File: config.mk
export PLATFORM = sky130hd
export DESIGN_NAME = l_modu01_keypad
export DESIGN_NICKNAME = d
export VERILOG_FILES = /design/src/rtl/l_modu01_keypad.sv
export SDC_FILE = /design/constraint.sdc
export NUM_CORES = 1
export LEC_CHECK = 0
export ABC_AREA = 1
export CAP_MARGIN = 10
export CORE_MARGIN = 3
export CORE_UTILIZATION = 51
export CTS_CLUSTER_DIAMETER = 60
export CTS_CLUSTER_SIZE = 25
export DETAILED_ROUTE_END_ITERATION = 16
export PLACE_DENSITY = 0.72
export SYNTH_ARGS = -nofsm -noshare
export SYNTH_HDL_FRONTEND = slang
export SYNTH_SLANG_ARGS = --single-unit
export TNS_END_PERCENT = 50
File: constraint.sdc
create_clock -name CLK -period 2.4 [get_ports CLK]
set_clock_uncertainty 0.05 [all_clocks]
set_input_delay 0.48 -clock CLK [delete_from_list [all_inputs] [get_ports CLK]]
set_output_delay 0.48 -clock CLK [all_outputs]
set_load 0.05 [all_outputs]
File: src/rtl/l_modu01_keypad.sv
// ---------------------------------------------------------------------------
// l_modu01_keypad
//
// Matrix-keypad entry block for the code lock. It scans a 4x4 keypad one
// column at a time, debounces the full-scan results, and assembles a 4-digit
// BCD entry that the seven-segment stage displays directly. Empty digit
// positions hold 4'hA, which the display renders as blank.
//
// Parameters
//   SCAN_DIV        CLK cycles per column slot (>= 4)
//   DEBOUNCE_SCANS  identical full-scan results needed for press and release
//
// Ports
//   CLK         system clock
//   RST_N       asynchronous active-low reset
//   ROW[3:0]    keypad rows, pulled up, 0 = contact, asynchronous to CLK
//   COL[3:0]    column drive, exactly one bit low
//   EN          1 = key actions update the entry, 0 = entry frozen
//   CLEAR       synchronous entry clear, wins over a same-cycle key action
//   KEY_PRESS   one-cycle pulse per debounced press
//   KEY_VALUE   last debounced key code, held between presses
//   Code[15:0]  entry, nibble i = i-th digit entered, 4'hA = empty
//   DIGIT_CNT   number of digits entered, 0..4
//   CODE_VALID  one-cycle pulse when a complete entry is confirmed with A
// ---------------------------------------------------------------------------
module l_modu01_keypad #(
   parameter int SCAN_DIV       = 50000,
   parameter int DEBOUNCE_SCANS = 5
) (
   input  logic        CLK,
   input  logic        RST_N,
   input  logic [3:0]  ROW,
   output logic [3:0]  COL,
   input  logic        EN,
   input  logic        CLEAR,
   output logic        KEY_PRESS,
   output logic [3:0]  KEY_VALUE,
   output logic [15:0] Code,
   output logic [2:0]  DIGIT_CNT,
   output logic        CODE_VALID
);

   localparam int DIV_W = $clog2(SCAN_DIV);
   localparam int DB_W  = $clog2(DEBOUNCE_SCANS + 1);

   localparam logic [DIV_W-1:0] DIV_LAST    = DIV_W'(SCAN_DIV - 1);
   localparam logic [DB_W-1:0]  DB_TARGET   = DB_W'(DEBOUNCE_SCANS);
   localparam bit               SINGLE_SCAN = (DEBOUNCE_SCANS == 1);

   localparam logic [15:0] CODE_EMPTY = 16'hAAAA;
   localparam logic [3:0]  NIB_EMPTY  = 4'hA;
   localparam logic [3:0]  KEY_ENTER  = 4'hA;
   localparam logic [3:0]  KEY_BACK   = 4'hB;
   localparam logic [3:0]  KEY_CLR    = 4'hC;

   typedef enum logic [1:0] {
      ST_IDLE,
      ST_DEBOUNCE,
      ST_HELD
   } db_state_t;

   // Row-major key position (row*4 + col) to key code.
   function automatic logic [3:0] key_map(input logic [3:0] pos);
      logic [3:0] val;
      case (pos)
         4'd0:    val = 4'h1;
         4'd1:    val = 4'h2;
         4'd2:    val = 4'h3;
         4'd3:    val = 4'hA;
         4'd4:    val = 4'h4;
         4'd5:    val = 4'h5;
         4'd6:    val = 4'h6;
         4'd7:    val = 4'hB;
         4'd8:    val = 4'h7;
         4'd9:    val = 4'h8;
         4'd10:   val = 4'h9;
         4'd11:   val = 4'hC;
         4'd12:   val = 4'hE;
         4'd13:   val = 4'h0;
         4'd14:   val = 4'hF;
         default: val = 4'hD;
      endcase
      return val;
   endfunction

   // ------------------------------------------------------------------------
   // Row synchroniser. Idle value is all-ones (no contact) so a reset never
   // looks like a key.
   // ------------------------------------------------------------------------
   logic [3:0] row_meta;
   logic [3:0] row_sync;

   // NOTE: sequential state is assigned with <= so every flop samples the
   // pre-edge values; blocking assignments here would collapse the two stages.
   always_ff @(posedge CLK or negedge RST_N) begin
      if (!RST_N) begin
         row_meta <= 4'hF;
         row_sync <= 4'hF;
      end else begin
         row_meta <= ROW;
         row_sync <= row_meta;
      end
   end

   // ------------------------------------------------------------------------
   // Column scanner
   // ------------------------------------------------------------------------
   logic [DIV_W-1:0] div_cnt;
   logic [1:0]       col_idx;
   logic [1:0]       next_col;
   logic             slot_end;
   logic             scan_done;

   // Contacts gathered over the earlier columns of the current scan.
   // Counts saturate at 2 since only "one" versus "not one" matters.
   logic [1:0]       acc_hits;
   logic [3:0]       acc_pos;

   logic [1:0]       col_hits;
   logic [1:0]       col_row;
   logic [1:0]       tot_hits;
   logic [3:0]       scan_pos;
   logic             scan_hit;

   assign slot_end  = (div_cnt == DIV_LAST);
   assign scan_done = slot_end && (col_idx == 2'd3);
   assign next_col  = col_idx + 2'd1;

   // NOTE: every signal driven here gets a default first, so no path leaves
   // a value unassigned and no latch is inferred.
   always_comb begin
      col_hits = 2'd0;
      col_row  = 2'd0;
      for (int r = 0; r < 4; r++) begin
         if (!row_sync[r]) begin
            col_hits = (col_hits == 2'd0) ? 2'd1 : 2'd2;
            col_row  = 2'(r);
         end
      end

      if (acc_hits == 2'd0)
         tot_hits = col_hits;
      else if (col_hits == 2'd0)
         tot_hits = acc_hits;
      else
         tot_hits = 2'd2;

      scan_pos = (acc_hits != 2'd0) ? acc_pos : {col_row, col_idx};
      scan_hit = (tot_hits == 2'd1);
   end

   always_ff @(posedge CLK or negedge RST_N) begin
      if (!RST_N) begin
         div_cnt  <= '0;
         col_idx  <= 2'd0;
         COL      <= 4'b1110;
         acc_hits <= 2'd0;
         acc_pos  <= 4'd0;
      end else if (slot_end) begin
         div_cnt <= '0;
         col_idx <= next_col;
         COL     <= ~(4'b0001 << next_col);
         if (col_idx == 2'd3) begin
            acc_hits <= 2'd0;
            acc_pos  <= 4'd0;
         end else begin
            acc_hits <= tot_hits;
            acc_pos  <= scan_pos;
         end
      end else begin
         div_cnt <= div_cnt + 1'b1;
      end
   end

   // ------------------------------------------------------------------------
   // Debounce FSM, stepped once per full-scan result. The result is consumed
   // on the sampling edge itself so KEY_PRESS appears the cycle after it.
   // ------------------------------------------------------------------------
   db_state_t       db_state;
   logic [3:0]      cand_pos;
   logic [DB_W-1:0] db_cnt;
   logic [DB_W-1:0] rel_cnt;

   always_ff @(posedge CLK or negedge RST_N) begin
      if (!RST_N) begin
         db_state  <= ST_IDLE;
         cand_pos  <= 4'd0;
         db_cnt    <= '0;
         rel_cnt   <= '0;
         KEY_PRESS <= 1'b0;
         KEY_VALUE <= 4'd0;
      end else begin
         KEY_PRESS <= 1'b0;
         if (scan_done) begin
            case (db_state)
               ST_IDLE: begin
                  if (scan_hit) begin
                     cand_pos <= scan_pos;
                     db_cnt   <= DB_W'(1);
                     rel_cnt  <= '0;
                     if (SINGLE_SCAN) begin
                        db_state  <= ST_HELD;
                        KEY_PRESS <= 1'b1;
                        KEY_VALUE <= key_map(scan_pos);
                     end else begin
                        db_state <= ST_DEBOUNCE;
                     end
                  end
               end

               ST_DEBOUNCE: begin
                  if (scan_hit && (scan_pos == cand_pos)) begin
                     db_cnt <= db_cnt + 1'b1;
                     if ((db_cnt + 1'b1) == DB_TARGET) begin
                        db_state  <= ST_HELD;
                        rel_cnt   <= '0;
                        KEY_PRESS <= 1'b1;
                        KEY_VALUE <= key_map(cand_pos);
                     end
                  end else begin
                     db_state <= ST_IDLE;
                     db_cnt   <= '0;
                  end
               end

               ST_HELD: begin
                  // Any key result, even a different key, keeps the hold
                  // alive: a new press needs a full release first.
                  if (scan_hit) begin
                     rel_cnt <= '0;
                  end else if ((rel_cnt + 1'b1) == DB_TARGET) begin
                     db_state <= ST_IDLE;
                     rel_cnt  <= '0;
                     db_cnt   <= '0;
                  end else begin
                     rel_cnt <= rel_cnt + 1'b1;
                  end
               end

               default: begin
                  db_state <= ST_IDLE;
                  db_cnt   <= '0;
                  rel_cnt  <= '0;
               end
            endcase
         end
      end
   end

   // ------------------------------------------------------------------------
   // Entry register. A confirmed entry is shown for the CODE_VALID cycle and
   // cleared on the next one through clear_pend.
   // ------------------------------------------------------------------------
   logic       clear_pend;
   logic [1:0] back_slot;

   assign back_slot = DIGIT_CNT[1:0] - 2'd1;

   always_ff @(posedge CLK or negedge RST_N) begin
      if (!RST_N) begin
         Code       <= CODE_EMPTY;
         DIGIT_CNT  <= 3'd0;
         CODE_VALID <= 1'b0;
         clear_pend <= 1'b0;
      end else begin
         CODE_VALID <= 1'b0;
         clear_pend <= 1'b0;
         if (CLEAR || clear_pend) begin
            Code      <= CODE_EMPTY;
            DIGIT_CNT <= 3'd0;
         end else if (KEY_PRESS && EN) begin
            if (KEY_VALUE <= 4'd9) begin
               if (DIGIT_CNT < 3'd4) begin
                  Code[{DIGIT_CNT[1:0], 2'b00} +: 4] <= KEY_VALUE;
                  DIGIT_CNT <= DIGIT_CNT + 3'd1;
               end
            end else begin
               case (KEY_VALUE)
                  KEY_BACK: begin
                     if (DIGIT_CNT != 3'd0) begin
                        Code[{back_slot, 2'b00} +: 4] <= NIB_EMPTY;
                        DIGIT_CNT <= DIGIT_CNT - 3'd1;
                     end
                  end
                  KEY_CLR: begin
                     Code      <= CODE_EMPTY;
                     DIGIT_CNT <= 3'd0;
                  end
                  KEY_ENTER: begin
                     if (DIGIT_CNT == 3'd4) begin
                        CODE_VALID <= 1'b1;
                        clear_pend <= 1'b1;
                     end
                  end
                  default: begin
                     // D, * and # carry no entry action.
                  end
               endcase
            end
         end
      end
   end

endmodule

==> results of run 1 <==
==> worst register-to-register path, delay by kind of cell (launching register included) <==
kind,cells,cell delay (ns)
buffers and inverters,3,0.21
AOI/OAI and AO/OA,1,0.21
DFF,1,0.56
adders and majority gates,1,0.27
and+or+nand+nor,9,0.76
==> kinds of logic after synthesis <==
group / after synthesis / synth area share
AO/OA/AOI/OAI: 69 / 0.0996
XOR/XNOR: 6 / 0.0127
adder cells (fa/ha/maj): 22 / 0.0666
buffers and inverters: 76 / 0.0727
flip-flops: 73 / 0.448
AND/OR/NAND/NOR: 247 / 0.301
==> final cells by class <==
cell class                      instances  area, um^2  area share
Clock inverter                          7        95.1      0.0194
Clock buffer                            9         124      0.0252
Sequential cell                        73        1850       0.377
Tap cell                              102         128      0.0260
Multi-Input combinational cell        344        1980       0.404
Inverter                               72         270      0.0551
Timing Repair Buffer                   46         455      0.0928
==> through the flow <==
stage	cells	hold slack, ns	utilization
after CTS	653	0.116	0.628
after detailed placement	637	0.297	0.600
final	653	0.107	0.628
after global placement	637	0.296	0.600
after floorplan	493	0.134	-
after global routing	653	0.133	0.628
==> worst min path at each step <==
| stage | depth (start not counted) | from | endpoint | slack (ns) |
|---|---|---|---|---|
| after floorplan | 0 | RST_N | COL[0] | 0.13 |
| after global placement | 0 | row_meta[1] | row_sync[1] | 0.30 |
| after detailed placement | 0 | row_meta[2] | row_sync[2] | 0.30 |
| after CTS | 1 | RST_N | div_cnt[3] | 0.12 |
| after global routing | 1 | RST_N | KEY_PRESS | 0.13 |
| final | 1 | RST_N | KEY_PRESS | 0.11 |
==> layout by cell type (no fill, tap or decap), types with 2 or more instances in the layout <==
cell type                         instances
sky130_fd_sc_hd__a21oi_1                 23
sky130_fd_sc_hd__a31oi_1                  6
sky130_fd_sc_hd__buf_12                   2
sky130_fd_sc_hd__buf_4                    8
sky130_fd_sc_hd__bufinv_16                2
sky130_fd_sc_hd__clkbuf_8                 9
sky130_fd_sc_hd__clkdlybuf4s50_1         35
sky130_fd_sc_hd__clkinv_2                 2
sky130_fd_sc_hd__clkinv_4                 2
sky130_fd_sc_hd__dfrtp_1                 53
sky130_fd_sc_hd__dfstp_2                 19
sky130_fd_sc_hd__ha_1                    22
sky130_fd_sc_hd__inv_1                   62
sky130_fd_sc_hd__inv_2                   10
sky130_fd_sc_hd__nand2_1                103
sky130_fd_sc_hd__nand2_2                 16
sky130_fd_sc_hd__nand2_4                  4
sky130_fd_sc_hd__nand3_1                 33
sky130_fd_sc_hd__nand3_2                  3
sky130_fd_sc_hd__nand4_1                 13
sky130_fd_sc_hd__nor2_1                  49
sky130_fd_sc_hd__nor2_2                   4
sky130_fd_sc_hd__nor2_4                   7
sky130_fd_sc_hd__nor3_1                   3
sky130_fd_sc_hd__nor3_2                   2
sky130_fd_sc_hd__nor4_1                   3
sky130_fd_sc_hd__nor4_2                   2
sky130_fd_sc_hd__o21ai_0                 23
sky130_fd_sc_hd__o21ai_1                  2
sky130_fd_sc_hd__o22ai_1                  9
sky130_fd_sc_hd__xor2_1                   5
==> state kept, by name, indices dropped and copies added (netlist names), 4 cells and up <==
signal	flops
Code	16
KEY_VALUE	4
cand_pos	4
row_sync	4
row_meta	4
acc_pos	4
COL	4
div_cnt	16
==> power by group through the flow <==
stage          sequential [mW]  combinational [mW]  clock (mW)
2_1_floorplan             1.58               0.198           0
3_3_place_gp              1.38               0.611           0
3_5_place_dp              1.39               0.620           0
4_1_cts                   1.36               0.621        1.09
5_1_grt                   1.37               0.664        1.15
6_report                  1.36               0.614        1.06
==> per-layer routing <==
metal / track usage / vias up / routed length, um
li1: - / 1703 / -
met1: 0.276 / 1628 / 4130
met2: 0.359 / 70 / 4270
met3: 0.0367 / 10 / 364
met4: 0.0782 / 0 / 99
met5: 0 / - / 0
==> flow_summary.toml, run 1 <==
[die]
dieArea_um2 = 9220
floorplan.die.width_um = 96.0
die_h_um = 96.0
start_util = 0.529
core_area_um2 = 7810
rows = 32
io-pin-count = 37

[cells_and_area]
num-nets-final = 576
finish.instance_area_um2 = 4910
proportion_of_layout_cells_with_a_drive_suffix_above_1 = 0.185
antennaDiodeCount = 0
fillers = 686
layout-area-overhead-vs-synth_pct = 18.7

[setup_path]
start_kind = "register"
cp_num_cells = 1
critPathMaxFanout = 7
worst-path-buf-inv = 1
data_required_critical_path_ns = 1.87
critical_path_cell_sequence = "clkdlybuf4s50_1"
critical_path.reg2reg.startpoint = "row_sync[0]"
cp-endpoint = "KEY_VALUE[1]"
critPathTopFamily = "buffers and inverters"
critical_path.max_stage_delay_ns = 0.87
worst_path_max_delay_cell = "sky130_fd_sc_hd__clkdlybuf4s50_1"
worst_ep_arrival_time_ns = 1.78
reg2reg_depth = 14
worst_setup_path_startpoint = "KEY_VALUE[1]"
worstSetupEndpointType = "output port"
setup.reg_to_reg.worst_slack_ns = 0.22
regToRegEndpoint = "rel_cnt[0]"
timing.setup.critical_path_class = "register to output port"

[sta]
slew_violations = 0
finalHoldViolations = 0
timing.final.ws_setup_ns = 0.0889
final_min_period_over_clock_period = 0.963
timing.max_slew.rel_slack = 0.566
finalCriticalPeriod_ns = 2.31
clock.fmax_mhz = 433
timing.final.setup_violations = 0
tightest_slew_ns = 0.652
totalNegativeSetupSlack_ns = 0
grt_setup_unrepaired = "false"

[global_routing]
grt_start_max_net_pins = 27
antenna_found_initial = 0
vias_in_the_first_global_route = 3375
grt_usage = 0.214
grt_remaining_overflow = 0
grt_first_pass_wirelength_um = 15400

[place]
port_buffers = 36
dp.final_hpwl_um = 6670
place_area_um2 = 4690
pre_cts_ws_ns = 0.114
finalWeightedCongestion = 0.905

[logic_synthesis]
synth.cell_area_um2 = 4130
async_sr_flop_fraction = 1.00
ys_ff_latch = 73
post_synthesis_cells = 493
synthMostInstantiatedCell = "sky130_fd_sc_hd__nand2_1"
synth_sequential_area_ratio = 0.448
yosys_most_used_dff = "sky130_fd_sc_hd__dfrtp_1"
synth.top_cell.area_share = 0.327
synthesis.area_per_instance_um2 = 8.38
yosysUniqueCellTypes = 38
yosysWarningCount = 0
synth_nets = 523
synth_largest_area_cell = "sky130_fd_sc_hd__dfrtp_1"
ys_top_cells_by_count = "103 x sky130_fd_sc_hd__nand2_1, 62 x sky130_fd_sc_hd__inv_1, 54 x sky130_fd_sc_hd__dfrtp_1"
synth_enable_flop_cells = 0
post_synth_main_area_contributors = "sky130_fd_sc_hd__dfrtp_1 33%, sky130_fd_sc_hd__dfstp_2 12%, sky130_fd_sc_hd__nand2_1 9.4%, sky130_fd_sc_hd__ha_1 6.7%, sky130_fd_sc_hd__inv_1 5.6%"

[power]
power.switching_mw = 0.937
cellLeakagePower_nw = 2.35
power.sequential.fraction = 0.448
power.combinational.fraction = 0.202
report.power.total_mw = 3.04
netSwitchingFraction = 0.308
cell_internal_power_dissipation_mw = 2.10
ir_drop_mv = 0.387
clkPwrFrac = 0.350
power.density_cell_area_nw_per_um2 = 620

[detailed_routing]
dr.pass1.iters = 5
drc = 0
drt_iter0_drc = 146
detail_route.wl_per_cell_um = 13.6
routed_wire_length_um = 8860
route.vias.total = 3411
avgViaCountPerCell = 5.22
antenna_left = 0

[cts]
cts_resized = 0
number_of_levels_in_the_clock_h_tree = 3
worst_skew_pair.late_latency_ns = 0.35
cts.hold.buffers_added = 0
cts_tree = "done"
numClockSinks = 73
ctsRootBufferMaster = "sky130_fd_sc_hd__clkbuf_8"
post-cts-setup-buffers = 0
cts-buffers-inserted = 9
cts.path.max_buffers = 2
clk_pin_slew_ns = 0.08

[outcome]
outcome = "finished, final reports clean"

[job]
drv.max_cap_violation_count = 0

[min_path]
hold_path_class = "input pin to async pin"
(Power assumes the default switching activity.)
==> run 2: changes to the inputs <==
--- a/config.mk
+++ b/config.mk
@@ -7,7 +7,7 @@
 export LEC_CHECK = 0
 export ABC_AREA = 1
 export CAP_MARGIN = 10
-export CORE_MARGIN = 3
+export CORE_MARGIN = 2
 export CORE_UTILIZATION = 51
 export CTS_CLUSTER_DIAMETER = 60
 export CTS_CLUSTER_SIZE = 25
==> constraint.sdc (replaced) <==
create_clock -name CLK -period 2.9 [get_ports CLK]
set_clock_uncertainty 0.05 [all_clocks]
set_input_delay 0.58 -clock CLK [delete_from_list [all_inputs] [get_ports CLK]]
set_output_delay 0.58 -clock CLK [all_outputs]
set_load 0.05 [all_outputs]
==> run 2 against run 1 <==
Effect of this change:
- routed wire length shrank 8.0%
- die area shrank 4.1%
- power shrank 21%
- non-clock buffer count shrank 6
- largest cell class unchanged
- cell area shrank 1.7%
- critical path type unchanged
- setup slack gained 0.41 ns
- cell count shrank 0.92%
- register-to-register slack gained 0.43 ns
- sequential share of layout area grew 0.62 points
- critical path depth is the same
- global-route usage shrank 0.79 points
==> flow_summary.toml, run 2 (synthesized netlist as in run 1, its figures left out) <==
[cts]
cts.path.max_buffers = 2
cts_tree = "done"
numClockSinks = 73
cts.hold.buffers_added = 0
number_of_levels_in_the_clock_h_tree = 3
cts_resized = 0
post-cts-setup-buffers = 0
ctsRootBufferMaster = "sky130_fd_sc_hd__clkbuf_8"
clk_pin_slew_ns = 0.08
worst_skew_pair.late_latency_ns = 0.34
cts-buffers-inserted = 9

[power]
netSwitchingFraction = 0.316
power.switching_mw = 0.758
power.density_cell_area_nw_per_um2 = 498
power.sequential.fraction = 0.468
ir_drop_mv = 0.242
clkPwrFrac = 0.326
power.combinational.fraction = 0.207
report.power.total_mw = 2.40
cellLeakagePower_nw = 2.30
cell_internal_power_dissipation_mw = 1.64

[setup_path]
critical_path_cell_sequence = "clkdlybuf4s50_1"
start_kind = "register"
critical_path.reg2reg.startpoint = "div_cnt[0]"
worstSetupEndpointType = "output port"
critical_path.max_stage_delay_ns = 0.87
critPathTopFamily = "buffers and inverters"
critPathMaxFanout = 8
regToRegEndpoint = "db_state[0]"
worst_path_max_delay_cell = "sky130_fd_sc_hd__clkdlybuf4s50_1"
worst-path-buf-inv = 1
setup.reg_to_reg.worst_slack_ns = 0.65
worst_ep_arrival_time_ns = 1.77
data_required_critical_path_ns = 2.27
reg2reg_depth = 10
timing.setup.critical_path_class = "register to output port"

[sta]
clock.fmax_mhz = 417
timing.final.ws_setup_ns = 0.504
timing.final.setup_violations = 0
timing.max_slew.rel_slack = 0.598
finalCriticalPeriod_ns = 2.40
tightest_slew_ns = 0.599
final_min_period_over_clock_period = 0.826
hold_ws_ns = 0.151
grt_setup_unrepaired = "false"
slew_violations = 0
finalHoldViolations = 0
totalNegativeSetupSlack_ns = 0

[cells_and_area]
num-nets-final = 570
biggestRegsByFlops = "Code (16), div_cnt (16)"
layout.cells.most_common_list = "103 x sky130_fd_sc_hd__nand2_1, 62 x sky130_fd_sc_hd__inv_1, 54 x sky130_fd_sc_hd__dfrtp_1"
proportion_of_layout_cells_with_a_drive_suffix_above_1 = 0.174
antennaDiodeCount = 0
layout_commonest_cell = "sky130_fd_sc_hd__nand2_1"
fillers = 715
layout-area-overhead-vs-synth_pct = 16.7

[detailed_routing]
detail_route.wl_per_cell_um = 12.6
dr.pass1.iters = 4
drt_iter0_drc = 132
drc = 0
antenna_left = 0
avgViaCountPerCell = 5.17
routed_wire_length_um = 8160
route.vias.total = 3347

[global_routing]
grt_start_max_net_pins = 52
grt_first_pass_wirelength_um = 14500
antenna_found_initial = 0
grt_usage = 0.206
vias_in_the_first_global_route = 3126
grt_remaining_overflow = 0

[outcome]
outcome = "finished, final reports clean"

[job]
drv.max_cap_violation_count = 0

[place]
finalWeightedCongestion = 0.916
port_buffers = 36
dp.final_hpwl_um = 6150
pre_cts_ws_ns = 0.501

[die]
rows = 32
die_h_um = 94.0
start_util = 0.529
floorplan.die.width_um = 94.0
io-pin-count = 37
core_area_um2 = 7810
dieArea_um2 = 8840

[min_path]
hold_path_class = "input pin to async pin"
## run 2: changes by cell type in the layout (fill, tap and decap cells not counted), sizes merged
cell      before  now
clkinvlp       1    3
buf           11    5
clkinv         4    3
bufinv         2    1
## run 2: layout make-up
| type | instances | area, um^2 | share of cell area |
|---|---|---|---|
| multi-input combinational | 344 | 1980 | 0.411 |
| sequential | 73 | 1850 | 0.384 |
| timing repair buffer | 40 | 398 | 0.0825 |
| inverter | 72 | 270 | 0.0560 |
| tap | 102 | 128 | 0.0265 |
| clock buffer | 9 | 124 | 0.0257 |
| clock inverter | 7 | 71.3 | 0.0148 |
## run 2: layer usage
metal | GRT usage | share of wire
met1 | 0.285 | 0.49
met3 | 0.0305 | 0.038
met4 | 0.0797 | 0.016
met2 | 0.327 | 0.46
met5 | 0 | 0
## run 2: worst max-delay path by stage
| stage | start | end | cells past startpoint |
|---|---|---|---|
| 6_report | KEY_VALUE[0] | KEY_VALUE[0] | 1 |
| 4_1_cts | KEY_VALUE[0] | KEY_VALUE[0] | 1 |
| 2_1_floorplan | DIGIT_CNT[0] | Code[1] | 8 |
| 3_5_place_dp | CLEAR | Code[8] | 9 |
| 5_1_grt | div_cnt[0] | db_state[0] | 10 |
| 3_3_place_gp | CLEAR | Code[10] | 9 |
## run 2: through the flow
stage,utilization,area (um^2),instances
5_1_grt,0.618,4820,647
2_1_floorplan,-,4130,493
4_1_cts,0.618,4820,647
3_5_place_dp,0.593,4630,631
6_report,0.618,4820,647
3_3_place_gp,0.593,4630,631
## run 2: power groups by stage
stage	logic [mW]	registers, mW	clock network (mW)
after floorplan	0.164	1.31	0
after global placement	0.494	1.14	0
after detailed placement	0.499	1.14	0
after CTS	0.499	1.12	0.805
after global routing	0.535	1.13	0.850
final	0.496	1.12	0.782
==> run 3: changes to the inputs <==
--- a/config.mk
+++ b/config.mk
@@ -12,7 +12,7 @@
 export CTS_CLUSTER_DIAMETER = 60
 export CTS_CLUSTER_SIZE = 25
 export DETAILED_ROUTE_END_ITERATION = 16
-export PLACE_DENSITY = 0.72
+export PLACE_DENSITY = 0.75
 export SYNTH_ARGS = -nofsm -noshare
 export SYNTH_HDL_FRONTEND = slang
 export SYNTH_SLANG_ARGS = --single-unit
==> constraint.sdc (replaced) <==
create_clock -name CLK -period 1.94 [get_ports CLK]
set_clock_uncertainty 0.05 [all_clocks]
set_input_delay 0.388 -clock CLK [delete_from_list [all_inputs] [get_ports CLK]]
set_output_delay 0.388 -clock CLK [all_outputs]
set_load 0.05 [all_outputs]
==> run 3 against run 2 <==
Effect of this change:
- the flow now finishes with violations (negative setup slack)
- cell count rose by 6.6%
- via count rose by 8.0%
- die area did not move
- global-route usage rose by 1.7 points
- core utilization rose by 7.4 points
- routed wire length rose by 16%
- flip-flop and latch count did not move
- sequential share of layout area fell by 4.0 points
- cell area rose by 12%
- sequential power rose by 50%
- combinational power rose by 71%
- register-to-register slack got worse by 0.94 ns
- largest cell class unchanged
==> flow_summary.toml, run 3 (synthesized netlist as in run 1, its figures left out) <==
[outcome]
outcome = "complete, but fails checks"
failing_checks = "negative setup slack"

[detailed_routing]
detail_route.wl_per_cell_um = 13.7
routed_wire_length_um = 9470
drc = 0
route.vias.total = 3614
antenna_left = 0
avgViaCountPerCell = 5.24
dr.pass1.iters = 5
drt_iter0_drc = 156

[cells_and_area]
area.sequential_um2 = 1860
biggestRegsByFlops = "Code (16), div_cnt (16)"
finish.instance_area_um2 = 5400
layout.cells.most_common_list = "90 x sky130_fd_sc_hd__nand2_1, 61 x sky130_fd_sc_hd__buf_4, 56 x sky130_fd_sc_hd__inv_1"
num-nets-final = 613
layout_commonest_cell = "sky130_fd_sc_hd__nand2_1"
proportion_of_layout_cells_with_a_drive_suffix_above_1 = 0.338
antennaDiodeCount = 0
fillers = 608
layout-area-overhead-vs-synth_pct = 30.6
area_of_combinational_cells_with_multiple_inputs_um2 = 2230

[global_routing]
vias_in_the_first_global_route = 3553
grt_first_pass_wirelength_um = 15500
grt_remaining_overflow = 0
grt_start_max_net_pins = 56
antenna_found_initial = 0
grt_usage = 0.223

[cts]
numClockSinks = 73
ctsRootBufferMaster = "sky130_fd_sc_hd__clkbuf_8"
number_of_levels_in_the_clock_h_tree = 3
cts_tree = "done"
cts.path.max_buffers = 2
worst_skew_pair.late_latency_ns = 0.35
clk_pin_slew_ns = 0.08
cts-buffers-inserted = 9

[power]
power.combinational.fraction = 0.222
netSwitchingFraction = 0.309
cell_internal_power_dissipation_mw = 2.64
clkPwrFrac = 0.338
power.density_cell_area_nw_per_um2 = 706
ir_drop_mv = 0.518
cellLeakagePower_nw = 2.62
power.switching_mw = 1.18
power.sequential.fraction = 0.440

[setup_path]
reg2reg_depth = 15
worstSetupEndpointType = "register"
start_kind = "register"
critPathMaxFanout = 4
timing.setup.critical_path_class = "register to register"
worst_ep_arrival_time_ns = 2.42
data_required_critical_path_ns = 2.13

[die]
dieArea_um2 = 8840
rows = 32
floorplan.die.width_um = 94.0
start_util = 0.529
core_area_um2 = 7810
io-pin-count = 37
die_h_um = 94.0

[place]
place_area_um2 = 4830
finalWeightedCongestion = 0.922
port_buffers = 36
dp.final_hpwl_um = 6610
pre_cts_ws_ns = -0.186

[sta]
slew_violations = 0
clock.fmax_mhz = 448
hold_ws_ns = 0.308
timing.final.setup_violations = 19
timing.final.ws_setup_ns = -0.290
final_min_period_over_clock_period = 1.15
finalCriticalPeriod_ns = 2.23
timing.max_slew.rel_slack = 0.662
finalHoldViolations = 0
grt_setup_unrepaired = "true"
tightest_slew_ns = 0.505

[min_path]
hold_path_class = "register to register"
hold_path_stages = 0

[job]
drv.max_cap_violation_count = 0
-- run 3: worst paths after layout --
path	start	end	slack [ns]
max	row_sync[0]	KEY_VALUE[0]	-0.29
max in group asynchronous	RST_N	row_meta[3]	1.01
min reg2reg	row_meta[3]	row_sync[3]	0.31
max reg2reg	row_sync[0]	KEY_VALUE[0]	-0.29
min in group asynchronous	RST_N	Code[10]	0.52
min	row_meta[3]	row_sync[3]	0.31
-- run 3: layout make-up --
cell class | instances | area share
Timing Repair Buffer | 83 | 0.130
Sequential cell | 73 | 0.344
Clock buffer | 10 | 0.0236
Inverter | 72 | 0.0515
Multi-Input combinational cell | 344 | 0.412
Clock inverter | 6 | 0.0153
Tap cell | 102 | 0.0236
-- run 3: power groups by stage --
stage	clock network (mW)	registers (mW)	logic (mW)
final	1.29	1.68	0.846
after global routing	1.38	1.69	0.906
after CTS	1.31	1.68	0.826
after detailed placement	0	1.71	0.813
after global placement	0	1.70	0.793
after floorplan	0	1.97	0.265
-- run 3: repair_timing --
action | CTS | global route
resized for setup | 36 | 31
setup endpoints to repair | 25 | 38
hold buffers | 1 | 0
setup buffers | 7 | 9
hold endpoints to repair | 18 | 0
pin swaps | 17 | 23
-- run 3: worst max-delay path, cell delays in order, from the launching register on --
cell and delay [ns]:
sky130_fd_sc_hd__dfstp_2 0.55, sky130_fd_sc_hd__buf_6 0.12, sky130_fd_sc_hd__ha_4 0.13, sky130_fd_sc_hd__inv_1 0.05, sky130_fd_sc_hd__nand2_1 0.10, sky130_fd_sc_hd__nand3_2 0.13
sky130_fd_sc_hd__nand2_4 0.11, sky130_fd_sc_hd__nand3_2 0.07, sky130_fd_sc_hd__nand2_2 0.11, sky130_fd_sc_hd__inv_4 0.06, sky130_fd_sc_hd__nor2_8 0.14, sky130_fd_sc_hd__nand3_4 0.11
sky130_fd_sc_hd__nor2_4 0.17, sky130_fd_sc_hd__nand2_4 0.09, sky130_fd_sc_hd__nand2_2 0.07, sky130_fd_sc_hd__nand2_2 0.05
-- run 3: per-layer routing --
metal	wire (um)	vias to the layer above	part of all wire	global-route usage
met5	0	-	0	0
met3	481	17	0.051	0.0482
met2	4930	113	0.52	0.392
met4	156	0	0.016	0.0845
li1	-	1772	-	-
met1	3900	1712	0.41	0.266
-- run 3: per-stage QoR --
stage / TNS (ns) / instances / util / power (mW)
finish: -3.84 / 690 / 0.691 / 3.81
global route: -5.91 / 690 / 0.691 / 3.98
CTS: -1.44 / 681 / 0.666 / 3.82
detailed placement: -3.73 / 657 / 0.618 / 2.52
global placement: -1.86 / 657 / 0.618 / 2.50
floorplan: -0.155 / 493 / - / 2.23
==> variant 1, RTL diff (flow settings as in run 2) <==
The parameter `DEBOUNCE_SCANS` goes from 5 to 6.
--- a/src/rtl/l_modu01_keypad.sv
+++ b/src/rtl/l_modu01_keypad.sv
@@ -27,3 +27,3 @@
    parameter int SCAN_DIV       = 50000,
-   parameter int DEBOUNCE_SCANS = 5
+   parameter int DEBOUNCE_SCANS = 6
 ) (
Check against the original RTL: same outputs for any inputs over 10 cycles, from zero or initial values and one cycle with RST_N low; that may be too few to reach the edited logic, so the function may still have changed.
==> variant 1 against run 2 <==
Maximum frequency grew 0.17%. Highest routed layer unchanged. Area after synthesis grew 1.9%. Wire length grew 5.8%. Sequential share of layout area shrank 0.68 points. Cell area grew 1.8%. Worst hold slack gained 3.0 ps. Total power shrank 3.2%. Die area grew 1.8%. Sequential cell count is the same. Largest cell class unchanged. Worst setup slack gained 4.1 ps.
==> variant 1: results (changes against run 2) <==
| Metric | Value |
|---|---|
| Status | `finished, final reports clean (unchanged)` |
| P_leak | `2.33 nW (was 2.30 nW)` |
| Proportion of synthesized area in mux cells | `0 (unchanged)` |
| H-Tree Depth | `3 (unchanged)` |
| DR iter-0 viols | `171 (was 132)` |
| DR pass1 iterations | `4 (unchanged)` |
| Most used DFF post-synth | `dfrtp_1 (unchanged)` |
| Postcts setup bufs | `0 (unchanged)` |
| Most frequent cells after synthesis | `113 x nand2_1, 68 x inv_1, 54 x dfrtp_1, 47 x nor2_1, 29 x nand3_1 (was 103 x nand2_1, 62 x inv_1, 54 x dfrtp_1, 49 x nor2_1, 33 x nand3_1)` |
| Switch share | `0.309 (was 0.316)` |
| Port Buffers | `36 (unchanged)` |
| Slowest-stage cell, CP | `clkdlybuf4s50_1 (unchanged)` |
| DP Wirelength | `6410 um (was 6150 um)` |
| Compound-Gate Fraction of Synth Area | `0.0995 (was 0.0996)` |
| Vias | `3529 (was 3347)` |
| Worst-path clk slew | `80 ps (about the same)` |
| Worst-Margin Slew | `507 ps (was 599 ps)` |
| FILL cells | `754 (was 715)` |
| Area share of fa/ha/maj cells after synthesis | `0.0653 (was 0.0666)` |
| Vias in the first global route | `3424 (was 3126)` |
| Global-route wire length before repair | `15500 um (was 14500 um)` |
| Largest net degree at the start of global routing | `37 (was 52)` |
| All-Layer GR Usage | `0.218 (was 0.206)` |
| Clk_lat worst skew | `360 ps (was 340 ps)` |
| Initial antenna violation count | `0 (unchanged)` |
| Post-synthesis sequential area ratio | `0.439 (was 0.448)` |
| Synth warnings | `0 (unchanged)` |
| Post-CTS resize count | `0 (unchanged)` |
| Antenna-violating nets left | `0 (unchanged)` |
| Syn nets | `543 (was 523)` |
| Top area cells in the synthesized netlist | `dfrtp_1 32%, dfstp_2 12%, nand2_1 10% (was dfrtp_1 33%, dfstp_2 12%, nand2_1 9.4%)` |
| Synth Area in XOR/XNOR | `0.0125 (was 0.0127)` |
| Gpl congestion | `0.915 (was 0.916)` |
| Max FO, Critical Path | `10 (was 8)` |
| DP Worst Slack | `601 ps (was 501 ps)` |
| Max VDD drop | `0.000304 V (was 0.000242 V)` |
| Largest regs | `Code (16), div_cnt (16) (unchanged)` |
| Root buffer cell | `clkbuf_8 (unchanged)` |
| CP delay by family, top | `buffers and inverters (unchanged)` |
| Fraction of layout cells with a size suffix above 1 | `0.164 (was 0.174)` |
| Distinct cell type count after synthesis | `43 (was 38)` |
| Bufs on Longest Clock Path | `2 (unchanged)` |
| Routed WL | `8630 um (was 8160 um)` |
| Asr flop ratio synth | `1.00 (unchanged)` |
| Nets | `591 (was 570)` |
| Total grt overflow | `0 (unchanged)` |
variant 1: layer usage:
layer,vias to the layer above,track usage,routed length (um)
li1,1769,-,-
met2,76,0.355,4170
met1,1673,0.293,4030
met5,-,0,0
met4,0,0.0845,136
met3,11,0.0351,297
variant 1: worst paths after layout:
check | from | end | slack, ps | cells after the start
setup reg to reg | div_cnt[0] | db_state[0] | 670 | 10
setup / recovery | DIGIT_CNT[0] | DIGIT_CNT[0] | 510 | 1
hold reg to reg | row_meta[3] | row_sync[3] | 300 | 0
hold / removal | RST_N | COL[1] | 150 | 1
max in group asynchronous | RST_N | row_meta[3] | 2170 | 2
min in group CLK | row_meta[3] | row_sync[3] | 300 | 0
variant 1: cell families (layout without fill, tap and decap cells):
group / Yosys count / in the layout
flops: 73 / 73
buf+inv: 81 / 134
compound gates: 67 / 67
fa+ha+maj: 22 / 22
simple gates: 264 / 264
xor+xnor: 6 / 6
variant 1: final cells by class:
type	instances	share of cell area
Clock buffer	9	0.0252
Inverter	78	0.0601
Timing Repair Buffer	40	0.0785
Multi-Input combinational cell	359	0.418
Clock inverter	7	0.0143
Tap cell	105	0.0268
Sequential cell	73	0.377
variant 1: power groups by stage:
stage	combinational (W)	clock, W	sequential, W
2_1_floorplan	0.000162	0	0.00125
3_3_place_gp	0.000420	0	0.00113
3_5_place_dp	0.000422	0	0.00113
4_1_cts	0.000425	0.000816	0.00111
5_1_grt	0.000460	0.000861	0.00111
6_report	0.000422	0.000797	0.00111
variant 1: per-stage QoR:
stage | util | hold WS [ps] | std cells | power [W] | cell area, um^2
detailed placement | 0.583 | 297 | 655 | 0.00155 | 4720
global route | 0.607 | 152 | 671 | 0.00243 | 4910
global placement | 0.583 | 295 | 655 | 0.00155 | 4720
finish | 0.607 | 154 | 671 | 0.00232 | 4910
CTS | 0.607 | 146 | 671 | 0.00235 | 4910
floorplan | - | 234 | 513 | 0.00141 | 4210
==> variant 2, RTL diff (config.mk and constraints of run 2) <==
Made on the original files. Re-encode `db_state_t` (3 states) as one-hot, 3 bits wide.
--- a/src/rtl/l_modu01_keypad.sv
+++ b/src/rtl/l_modu01_keypad.sv
@@ -55,6 +55,6 @@
 
-   typedef enum logic [1:0] {
-      ST_IDLE,
-      ST_DEBOUNCE,
-      ST_HELD
+   typedef enum logic [2:0] {
+      ST_IDLE     = 3'b001,
+      ST_DEBOUNCE = 3'b010,
+      ST_HELD     = 3'b100
    } db_state_t;
Formal check against the unedited RTL: same outputs for any inputs over 10 cycles, from zero or initial values and one cycle with RST_N low; not proved beyond that.
==> variant 2 against run 2 <==
Worst setup slack gained 25 ps. Critical path depth unchanged. Sequential cell count increased by 1. Synthesized cell count grew 4.1%. Total power increased by 12%. Critical path type unchanged. Largest power group unchanged. Area after synthesis is 2.0% higher. Wire length up 5.5%. Cell area increased by 2.6%.
==> variant 2: results (changes against run 2) <==
| Metric | Value |
|---|---|
| Status | `finished, final reports clean (unchanged)` |
| Nets | `588 (was 570)` |
| Max FO, Critical Path | `9 (was 8)` |
| Gpl congestion | `0.886 (was 0.916)` |
| Buffers, non-clock | `39 (was 40)` |
| Hold Slack | `166 ps (was 151 ps)` |
| P_leak | `2.27 nW (was 2.30 nW)` |
| Synth Area in XOR/XNOR | `0.00831 (was 0.0127)` |
| FILL cells | `736 (was 715)` |
| Relative slew slack | `0.626 (was 0.598)` |
| RR Startpoint | `DIGIT_CNT[0] (was div_cnt[0])` |
| Max VDD drop | `0.000336 V (was 0.000242 V)` |
| CP arrival | `1740 ps (was 1770 ps)` |
| FF+latch area | `1880 um^2 (was 1850 um^2)` |
| Compound-Gate Fraction of Synth Area | `0.115 (was 0.0996)` |
| DR iter-0 viols | `141 (was 132)` |
| Met2 routed WL | `4300 um (was 3750 um)` |
| Multi-input logic portion of the cell area | `0.409 (was 0.411)` |
| Drt via density | `5.26 (was 5.17)` |
| Reg2reg end | `Code[10] (was db_state[0])` |
| Most frequent cells after synthesis | `114 x nand2_1, 72 x inv_1, 54 x dfrtp_1, 37 x nor2_1, 32 x nand3_1 (was 103 x nand2_1, 62 x inv_1, 54 x dfrtp_1, 49 x nor2_1, 33 x nand3_1)` |
| M1 GR Usage | `0.256 (was 0.285)` |
| Largest net degree at the start of global routing | `28 (was 52)` |
| NonClk Buf Share | `0.0763 (was 0.0825)` |
| DP Area | `4710 um^2 (was 4630 um^2)` |
| Reg2Reg Setup Slack | `610 ps (was 650 ps)` |
| Vias in the first global route | `3344 (was 3126)` |
| GR Layer Usage met2 | `0.358 (was 0.327)` |
| Seq cells | `74 (was 73)` |
| R2R cell count | `9 (was 10)` |
| Clk_buf instances | `12 (was 9)` |
| Synth top area share | `0.320 (was 0.327)` |
| Multi-input gates | `355 (was 344)` |
| Met3 GRT Util | `0.0375 (was 0.0305)` |
| Global-route wire length before repair | `14900 um (was 14500 um)` |
| Fraction of layout cells with a size suffix above 1 | `0.147 (was 0.174)` |
| Pwr dens | `542 nW/um^2 (was 498 nW/um^2)` |
| DR WL met3 | `355 um (was 310 um)` |
| All-Layer GR Usage | `0.209 (was 0.206)` |
| WL/cell | `12.9 um (was 12.6 um)` |
| Post-Place Cells | `652 (was 631)` |
variant 2: changes by cell type in the layout (fill, tap and decap cells not counted), sizes merged, moves of 3 or more:
cell and delta:
inv +5, clkinvlp -3, clkbuf +3, nor2 -15
nand2 +6, o21ai +14
variant 2: where the power goes:
group          internal (W)  switching, W  total, W
registers           0.00110     0.0000378   0.00114
clock network      0.000598      0.000375  0.000973
logic              0.000170      0.000395  0.000565
total               0.00187      0.000808   0.00268
variant 2: worst max path at each step:
stage,cells past startpoint,slack (ps),endpoint,start
6_report,1,530,KEY_VALUE[3],KEY_VALUE[3]
3_3_place_gp,9,590,Code[0],CLEAR
4_1_cts,1,510,KEY_VALUE[3],KEY_VALUE[3]
2_1_floorplan,9,580,Code[10],DIGIT_CNT[0]
3_5_place_dp,10,500,Code[8],CLEAR
5_1_grt,8,420,Code[4],DIGIT_CNT[0]
